--- config.mk ---
export PLATFORM = sky130hd
export DESIGN_NAME = counter_run_controller_flat
export DESIGN_NICKNAME = d
export VERILOG_FILES = /design/src/rtl/counter_ctrl_pkg.sv /design/src/rtl/counter_run_controller_if.sv /design/src/rtl/tick_prescaler.sv /design/src/rtl/counter_run_controller.sv /design/src/flat_wrapper.sv
export SDC_FILE = /design/constraint.sdc
export NUM_CORES = 1
export LEC_CHECK = 0
export CORE_MARGIN = 2
export CORE_UTILIZATION = 38
export DETAILED_ROUTE_END_ITERATION = 8
export PLACE_DENSITY_LB_ADDON = 0.05
export SETUP_SLACK_MARGIN = 0.15
export SLEW_MARGIN = 20
export SYNTH_ARGS = -nofsm -noshare
export SYNTH_HDL_FRONTEND = slang
export SYNTH_HIERARCHICAL = 1
export SYNTH_SLANG_ARGS = --single-unit
--- constraint.sdc ---
create_clock -name clk -period 1.43 [get_ports clk]
set_input_delay 0.286 -clock clk [delete_from_list [all_inputs] [get_ports clk]]
set_output_delay 0.286 -clock clk [all_outputs]
set_load 0.02 [all_outputs]
--- src/rtl/counter_ctrl_pkg.sv ---
// Shared types and constants for the counter run controller.
// COUNTER_CTRL_PRESCALE_EN selects the prescaled step rate in the controller.
package counter_ctrl_pkg;

    typedef enum logic {
        IDLE = 1'b0,
        RUN  = 1'b1
    } state_t;

    localparam logic DIR_UP   = 1'b0;
    localparam logic DIR_DOWN = 1'b1;

    localparam int DEFAULT_WIDTH = 3;

endpackage

--- src/rtl/counter_run_controller_if.sv ---
// Command handshake, run controls and status outputs of the counter run controller.
// master = requester side, slave = controller side.
interface counter_run_controller_if
    import counter_ctrl_pkg::*;
#(
    parameter int WIDTH = DEFAULT_WIDTH
);
    logic             cmd_valid;
    logic             cmd_ready;
    logic             cmd_dir;
    logic [WIDTH-1:0] cmd_start;
    logic [WIDTH-1:0] cmd_end;
    logic             pause;
    logic             abort;
    logic [WIDTH-1:0] out;
    logic             busy;
    logic             done;
    logic             aborted;
    logic             wrap;

    modport master (
        output cmd_valid, cmd_dir, cmd_start, cmd_end, pause, abort,
        input  cmd_ready, out, busy, done, aborted, wrap
    );

    modport slave (
        input  cmd_valid, cmd_dir, cmd_start, cmd_end, pause, abort,
        output cmd_ready, out, busy, done, aborted, wrap
    );
endinterface

--- src/rtl/tick_prescaler.sv ---
// Step-rate divider: tick is high one cycle in every PRESCALE; clear restarts the period.
// Only compiled when COUNTER_CTRL_PRESCALE_EN is defined.
`ifdef COUNTER_CTRL_PRESCALE_EN
module tick_prescaler #(
    parameter int PRESCALE = 4
) (
    input  logic clk,
    input  logic rst,
    input  logic clear,
    input  logic hold,
    output logic tick
);
    localparam int CW = (PRESCALE > 1) ? $clog2(PRESCALE) : 1;
    localparam logic [CW-1:0] LAST = CW'(PRESCALE - 1);

    logic [CW-1:0] cnt_q, cnt_d;

    always_comb begin
        cnt_d = cnt_q;
        if (clear) begin
            cnt_d = '0;
        end else if (!hold) begin
            cnt_d = (cnt_q == LAST) ? '0 : cnt_q + CW'(1);
        end
    end

    always_ff @(posedge clk or negedge rst) begin
        if (!rst) begin
            cnt_q <= '0;
        end else begin
            cnt_q <= cnt_d;
        end
    end

    // Tick on the last count of the period, so the first step lands PRESCALE edges after clear.
    assign tick = (cnt_q == LAST);
endmodule
`endif

--- src/rtl/counter_run_controller.sv ---
// Bounded up/down count run sequencer with pause, abort and done/aborted/wrap pulses.
// Define COUNTER_CTRL_PRESCALE_EN to step once every PRESCALE cycles instead of every cycle.
module counter_run_controller
    import counter_ctrl_pkg::*;
#(
    parameter int WIDTH    = DEFAULT_WIDTH,
    parameter int PRESCALE = 4
) (
    input  logic                     clk,
    input  logic                     rst,
    counter_run_controller_if.slave  bus
);
    state_t           state_q, state_d;
    logic             dir_q, dir_d;
    logic [WIDTH-1:0] end_q, end_d;
    logic [WIDTH-1:0] out_q, out_d;
    logic             done_q, done_d;
    logic             aborted_q, aborted_d;
    logic             wrap_q, wrap_d;

    logic accept;
    logic at_end;
    logic tick;

    assign accept = (state_q == IDLE) && bus.cmd_valid;
    assign at_end = (out_q == end_q);

`ifdef COUNTER_CTRL_PRESCALE_EN
    tick_prescaler #(
        .PRESCALE (PRESCALE)
    ) u_tick_prescaler (
        .clk   (clk),
        .rst   (rst),
        .clear (accept),
        .hold  (bus.pause),
        .tick  (tick)
    );
`else
    logic unused_prescale;
    assign unused_prescale = ^PRESCALE;
    assign tick = 1'b1;
`endif

    always_ff @(posedge clk or negedge rst) begin
        if (!rst) begin
            state_q <= IDLE;
        end else begin
            state_q <= state_d;
        end
    end

    always_comb begin
        state_d = state_q;
        case (state_q)
            IDLE: if (accept) state_d = RUN;
            RUN:  if (bus.abort || at_end) state_d = IDLE;
            default: state_d = IDLE;
        endcase
    end

    // Registered outputs: priority is abort, then terminal check, then pause, then step.
    always_comb begin
        dir_d     = dir_q;
        end_d     = end_q;
        out_d     = out_q;
        done_d    = 1'b0;
        aborted_d = 1'b0;
        wrap_d    = 1'b0;
        if (accept) begin
            out_d = bus.cmd_start;
            dir_d = bus.cmd_dir;
            end_d = bus.cmd_end;
        end else if (state_q == RUN) begin
            if (bus.abort) begin
                aborted_d = 1'b1;
            end else if (at_end) begin
                done_d = 1'b1;
            end else if (!bus.pause && tick) begin
                if (dir_q == DIR_UP) begin
                    out_d  = out_q + WIDTH'(1);
                    wrap_d = (out_q == '1);
                end else begin
                    out_d  = out_q - WIDTH'(1);
                    wrap_d = (out_q == '0);
                end
            end
        end
    end

    always_ff @(posedge clk or negedge rst) begin
        if (!rst) begin
            dir_q     <= DIR_UP;
            end_q     <= '0;
            out_q     <= '0;
            done_q    <= 1'b0;
            aborted_q <= 1'b0;
            wrap_q    <= 1'b0;
        end else begin
            dir_q     <= dir_d;
            end_q     <= end_d;
            out_q     <= out_d;
            done_q    <= done_d;
            aborted_q <= aborted_d;
            wrap_q    <= wrap_d;
        end
    end

    assign bus.cmd_ready = (state_q == IDLE);
    assign bus.busy      = (state_q == RUN);
    assign bus.out       = out_q;
    assign bus.done      = done_q;
    assign bus.aborted   = aborted_q;
    assign bus.wrap      = wrap_q;
endmodule

--- src/flat_wrapper.sv ---
// flat-port wrapper written by rule: the top's interface ports become plain ports
module counter_run_controller_flat import counter_ctrl_pkg::*;
#(
    parameter int WIDTH    = DEFAULT_WIDTH,
    parameter int PRESCALE = 4
)
  (clk, rst, bus_cmd_valid, bus_cmd_dir, bus_cmd_start, bus_cmd_end, bus_pause, bus_abort, bus_cmd_ready, bus_out, bus_busy, bus_done, bus_aborted, bus_wrap);
  counter_run_controller_if #(.WIDTH(WIDTH)) bus_i ();
  input  logic clk;
  input  logic rst;
  input wire logic [$bits(bus_i.cmd_valid)-1:0] bus_cmd_valid;
  input wire logic [$bits(bus_i.cmd_dir)-1:0] bus_cmd_dir;
  input wire logic [$bits(bus_i.cmd_start)-1:0] bus_cmd_start;
  input wire logic [$bits(bus_i.cmd_end)-1:0] bus_cmd_end;
  input wire logic [$bits(bus_i.pause)-1:0] bus_pause;
  input wire logic [$bits(bus_i.abort)-1:0] bus_abort;
  output wire logic [$bits(bus_i.cmd_ready)-1:0] bus_cmd_ready;
  output wire logic [$bits(bus_i.out)-1:0] bus_out;
  output wire logic [$bits(bus_i.busy)-1:0] bus_busy;
  output wire logic [$bits(bus_i.done)-1:0] bus_done;
  output wire logic [$bits(bus_i.aborted)-1:0] bus_aborted;
  output wire logic [$bits(bus_i.wrap)-1:0] bus_wrap;
  assign bus_i.cmd_valid = bus_cmd_valid;
  assign bus_i.cmd_dir = bus_cmd_dir;
  assign bus_i.cmd_start = bus_cmd_start;
  assign bus_i.cmd_end = bus_cmd_end;
  assign bus_i.pause = bus_pause;
  assign bus_i.abort = bus_abort;
  assign bus_cmd_ready = bus_i.cmd_ready;
  assign bus_out = bus_i.out;
  assign bus_busy = bus_i.busy;
  assign bus_done = bus_i.done;
  assign bus_aborted = bus_i.aborted;
  assign bus_wrap = bus_i.wrap;
  counter_run_controller #(.WIDTH(WIDTH), .PRESCALE(PRESCALE)) u_core (.clk(clk), .rst(rst), .bus(bus_i));
endmodule
; Word level (Yosys, flattened, before mapping)
; Cells that the tools add are included.
[word_totals]
inputBits = 12
reg_bits = 11
word_cells = 42
output_inout_bits = 8
[classes]
n_reduce_logical = 5
add_sub_neg = 2
n_mux = 22
eq_ne = 5
bitwise = 1
[ops]
columns = cell, count
row1 = $mux 3, 6
row2 = $mux 1, 15
row3 = $ne 2x1->1 const B, 3
row4 = $reduce_and 4->1, 1
row5 = $add 3x1->3 const B, 1
row6 = $eq 3x3->1, 1
row7 = $eq 3x3->1 const B, 1
row8 = $logic_not 3->1, 1
row9 = $sub 3x1->3 const B, 1
row10 = $pmux 1 s2, 1
row11 = $reduce_bool 2->1, 1
row12 = $logic_and 1x1->1, 1
row13 = $logic_or 1x1->1, 1
row14 = $not 1->1, 1

; Logic depth before layout (Yosys ltp)
[depth]
word_depth = 7
mapped_depth = 5
mapped_depth_nobuf = 5

; Least setup slack after synthesis
; Ideal clock, no wire load.
[synth_path]
kind = register to register
start = register u_core.out_q[0] (netlist: u_core/bus.out[0])
end = register u_core.out_q[2] (netlist: u_core/bus.out[2])
stages_incl_launch_ff = 6
required_ps = 1348
setup_slack_ps = -313
setup_time_ps = 82
arrival_time_ps = 1662
cell_sequence = dfrtp_1 inv_1 fa_1 xor2_1 or3_1 a31oi_1
[synth_via]
elab_chain_cells = 7
elab_cells_between_ends = 11
classes_between = add/sub (2) / eq/ne (2) / mux (6) / reduce/logical (1)
[synth_lines]
columns = element, line_no
row1 = start: declaration, counter_run_controller.sv:16  ; logic [WIDTH-1:0] out_q, out_d;
row2 = start signal: assignment, counter_run_controller.sv:101  ; out_q <= out_d;
row3 = $add 3x1->3 or $sub 3x1->3 (tied branches), "counter_run_controller.sv:80, counter_run_controller.sv:83"
row4 = $mux 3, counter_run_controller.sv:79  ; if (dir_q == DIR_UP) begin
row5 = $mux 3, counter_run_controller.sv:78  ; end else if (!bus.pause && tick) begin
row6 = $mux 3, counter_run_controller.sv:76  ; end else if (at_end) begin
row7 = $mux 3, counter_run_controller.sv:74  ; if (bus.abort) begin
row8 = $mux 3, counter_run_controller.sv:73  ; end else if (state_q == RUN) begin
row9 = $mux 3, counter_run_controller.sv:69  ; if (accept) begin
; Several ways; a longest one is shown, not always the timed one. The select of a mux whose other input is x is not followed.
; A chain may end at the register's enable or synchronous reset.

; Worst setup path in the final report
[layout_path]
start = register u_core.out_q[1] (netlist: u_core/bus.out[1])
end = register u_core.out_q[2] (netlist: u_core/bus.out[2])
; The elaborated chain is that of the path after synthesis.

==> key figures <==
Synthesis
  • Synth warnings: 6
  • Main area contributors after synthesis: dfrtp_1, nand2_1, xor2_2
  • Syn Inst Count: 54
  • #FFs+latches synth: 11
  • Mapped cell area: 568 sq um
  • EDFF count, synth: 0
  • Top_reg_cell synth: dfrtp_1
  • Top cell type's share of synthesized area: 48.5%
  • Synth unique cells: 23
  • Register area share after synthesis: 48.5%
  • Post-Syn Nets: 67
  • Post-synth top area cell: dfrtp_1
  • Synth cell count leaders: nand2_1, dfrtp_1, inv_1
  • Post-synth ARST share: 100%
  • Syn Area/Cell: 10.5 sq um
  • Most common cell in the netlist: nand2_1

Power and ir drop
  • Net switching power: 0.000888 W
  • Logic pwr share: 61.2%
  • Peak VDD IR: 1.00 mV
  • Total power: 0.00203 W
  • Leakage Power: 0.424 nW
  • Power Density: 2200 nW/um^2
  • Sequential share of power: 28.2%
  • Internal power: 0.00115 W
  • Switching share of power: 43.7%
  • Clock power frac: 10.5%

Global routing
  • Largest net degree at the start of global routing: 12
  • Initial antenna violation count: 0
  • Vias in the first global route: 477
  • Overall Global Routing Usage: 15.0%
  • GRT Residual Overflow: 0
  • First-pass GRT wire length: 2010 um

Floorplan
  • Top Ports: 20
  • Initial core utilization: 42.1%
  • Chip width: 42.7 um
  • CORE AREA: 1350 sq um
  • Die Height: 42.7 um
  • Die ar.: 1820 sq um
  • Row count: 13

CTS
  • Hold buffer count at cts: 0
  • Clock Pin Slew Worst Setup and Hold Paths: 80 ps
  • Root buf cell: clkbuf_4
  • CTS tree: done
  • Max Root-Sink Buffers: 2
  • Cts bufs inserted: 3
  • Clock Sinks: 11
  • Later-pin clock latency in the skew report: 260 ps
  • H-tree depth: 1

Hold path
  • Type of the worst min-delay path: in -> async

Critical path
  • Arr. time, crit path: 1660 ps
  • Worst Reg-to-Reg Cells: 5
  • Critical setup path kind: reg -> reg
  • Critical R2R Capture: u_core/bus.out[2]
  • Required @ worst endpoint: 1620 ps
  • Critical path fanouts, max: 2
  • Startpoint types: flip-flop
  • RR Startpoint: u_core/bus.out[1]
  • R2R setup slack: -50 ps
  • Setup crit end kind: flip-flop

Drt
  • First DRT Iteration DRCs: 4
  • Antenna Nets Post-Route: 0
  • Post-Route WL: 1250 um
  • Avg WL per Cell: 12.1 um
  • Post-DR vias/cell: 4.73
  • Total number of vias: 487
  • Number of iterations in the first detailed-routing pass: 2
  • DRC viols: 0

Run
  • Maxcap violations: 0

STA
  • Crit path time final: 1480 ps
  • Final clock skew: 5.09 ps
  • Max_slew headroom: 66.9%
  • Total count of max-transition violations in the final report: 0
  • Period utilisation layout: 103%
  • FMAX: 0.678 GHz
  • Final number of setup-violating endpoints: 2
  • Setup TNS: -46.4 ps
  • Slew @ Worst Pin: 495 ps
  • Unrepaired setup endpoints after global routing: true
  • Fin. Hold Viols: 0
  • Slack of the critical path: -45.2 ps

Layout
  • Proportion of layout cells with a drive suffix above 1: 37.5%
  • Design area: 925 sq um
  • Antenna diodes: 0
  • Layout net count: 102
  • Area growth syn-to-layout: 62.8%

Status
  • Failing checks: negative setup slack
  • Status: finished, violations left

Placement
  • Placer Congestion: 0.634
  • Setup WS pre-CTS: -246 ps
  • Hpwl dp: 873 um
  • Area after DPL: 850 sq um
  • I/O Buffers: 19
==> area by class of cell <==
class | count | area [sq um]
Fill cell | 112 | 425
Clock buffer | 4 | 26.3
Multi-Input combinational cell | 39 | 314
Sequential cell | 11 | 278
Tap cell | 15 | 18.8
Timing Repair Buffer | 30 | 273
Inverter | 4 | 15.0
==> worst max-delay path, stage by stage (launching register included) <==
cell and delay [ps]:
dfrtp_2 370, inv_2 40, fa_2 380, xor2_1 160
or3_1 300, a31oi_1 160
==> timing repair <==
action,CTS,global route
setup buffers,1,1
cloned,0,0
resized for setup,27,5
pin swaps,1,2
endpoints found under the setup margin,12,8
==> kinds of logic after synthesis <==
family | Yosys count | synth area share [%]
xor gates and xnor gates | 5 | 11.7
buffers and inverters | 4 | 2.64
adders and majority gates | 1 | 3.52
DFF | 11 | 48.5
and+or+nand+nor | 24 | 22.3
AOI/OAI and AO/OA | 9 | 11.5
==> placed cells by master (no fill, tap or decap), types with 2 or more instances in the layout <==
cell type / instances
dlygate4sd2_1: 3
dfrtp_1: 9
nand2_1: 13
o21ai_1: 2
buf_6: 3
inv_1: 2
inv_2: 2
buf_4: 10
xor2_2: 2
dfrtp_2: 2
nor2_1: 2
o21ai_0: 2
clkdlybuf4s15_2: 2
clkbuf_4: 3
clkdlybuf4s50_1: 11
==> per-stage QoR <==
stage	cells	utilization, %	hold WS (ps)
after floorplan	54	-	-9.59
after global placement	97	62.9	524
after detailed placement	97	62.9	543
after CTS	102	66.6	365
after global routing	103	68.5	384
final	103	68.5	348
==> routing by layer <==
layer	global-route usage (%)	routed length (um)	up-vias
li1	-	-	244
met1	19.2	581	225
met2	24.2	572	16
met3	2.55	85	2
met4	7.50	9	0
met5	0	0	-
==> power by group through the flow <==
stage | Clock (W) | Combinational, W | Sequential (W)
after CTS | 0.000224 | 0.00113 | 0.000575
after global placement | 0 | 0.00106 | 0.000559
after global routing | 0.000239 | 0.00135 | 0.000596
after floorplan | 0 | 0.000484 | 0.000679
after detailed placement | 0 | 0.00107 | 0.000570
final | 0.000214 | 0.00125 | 0.000574
==> how the worst max path moves through the flow <==
stage                       from                end  depth (start not counted)
4_1_cts        u_core/bus.out[1]  u_core/bus.out[2]                          5
3_3_place_gp           bus_abort  u_core/bus.out[2]                          5
6_report       u_core/bus.out[1]  u_core/bus.out[2]                          5
2_1_floorplan  u_core/bus.out[1]  u_core/bus.out[2]                          5
5_1_grt        u_core/bus.out[2]  u_core/bus.out[2]                          4
3_5_place_dp           bus_abort  u_core/bus.out[2]                          5
==> state kept, by name, indices dropped and copies added (netlist names) <==
signal / count
u_core/bus.out: 3
u_core/bus.aborted: 1
u_core/end_q: 3
u_core/dir_q: 1
u_core/bus.busy: 1
u_core/bus.done: 1
u_core/bus.wrap: 1
Note: power is estimated with default switching activity, not from simulation.
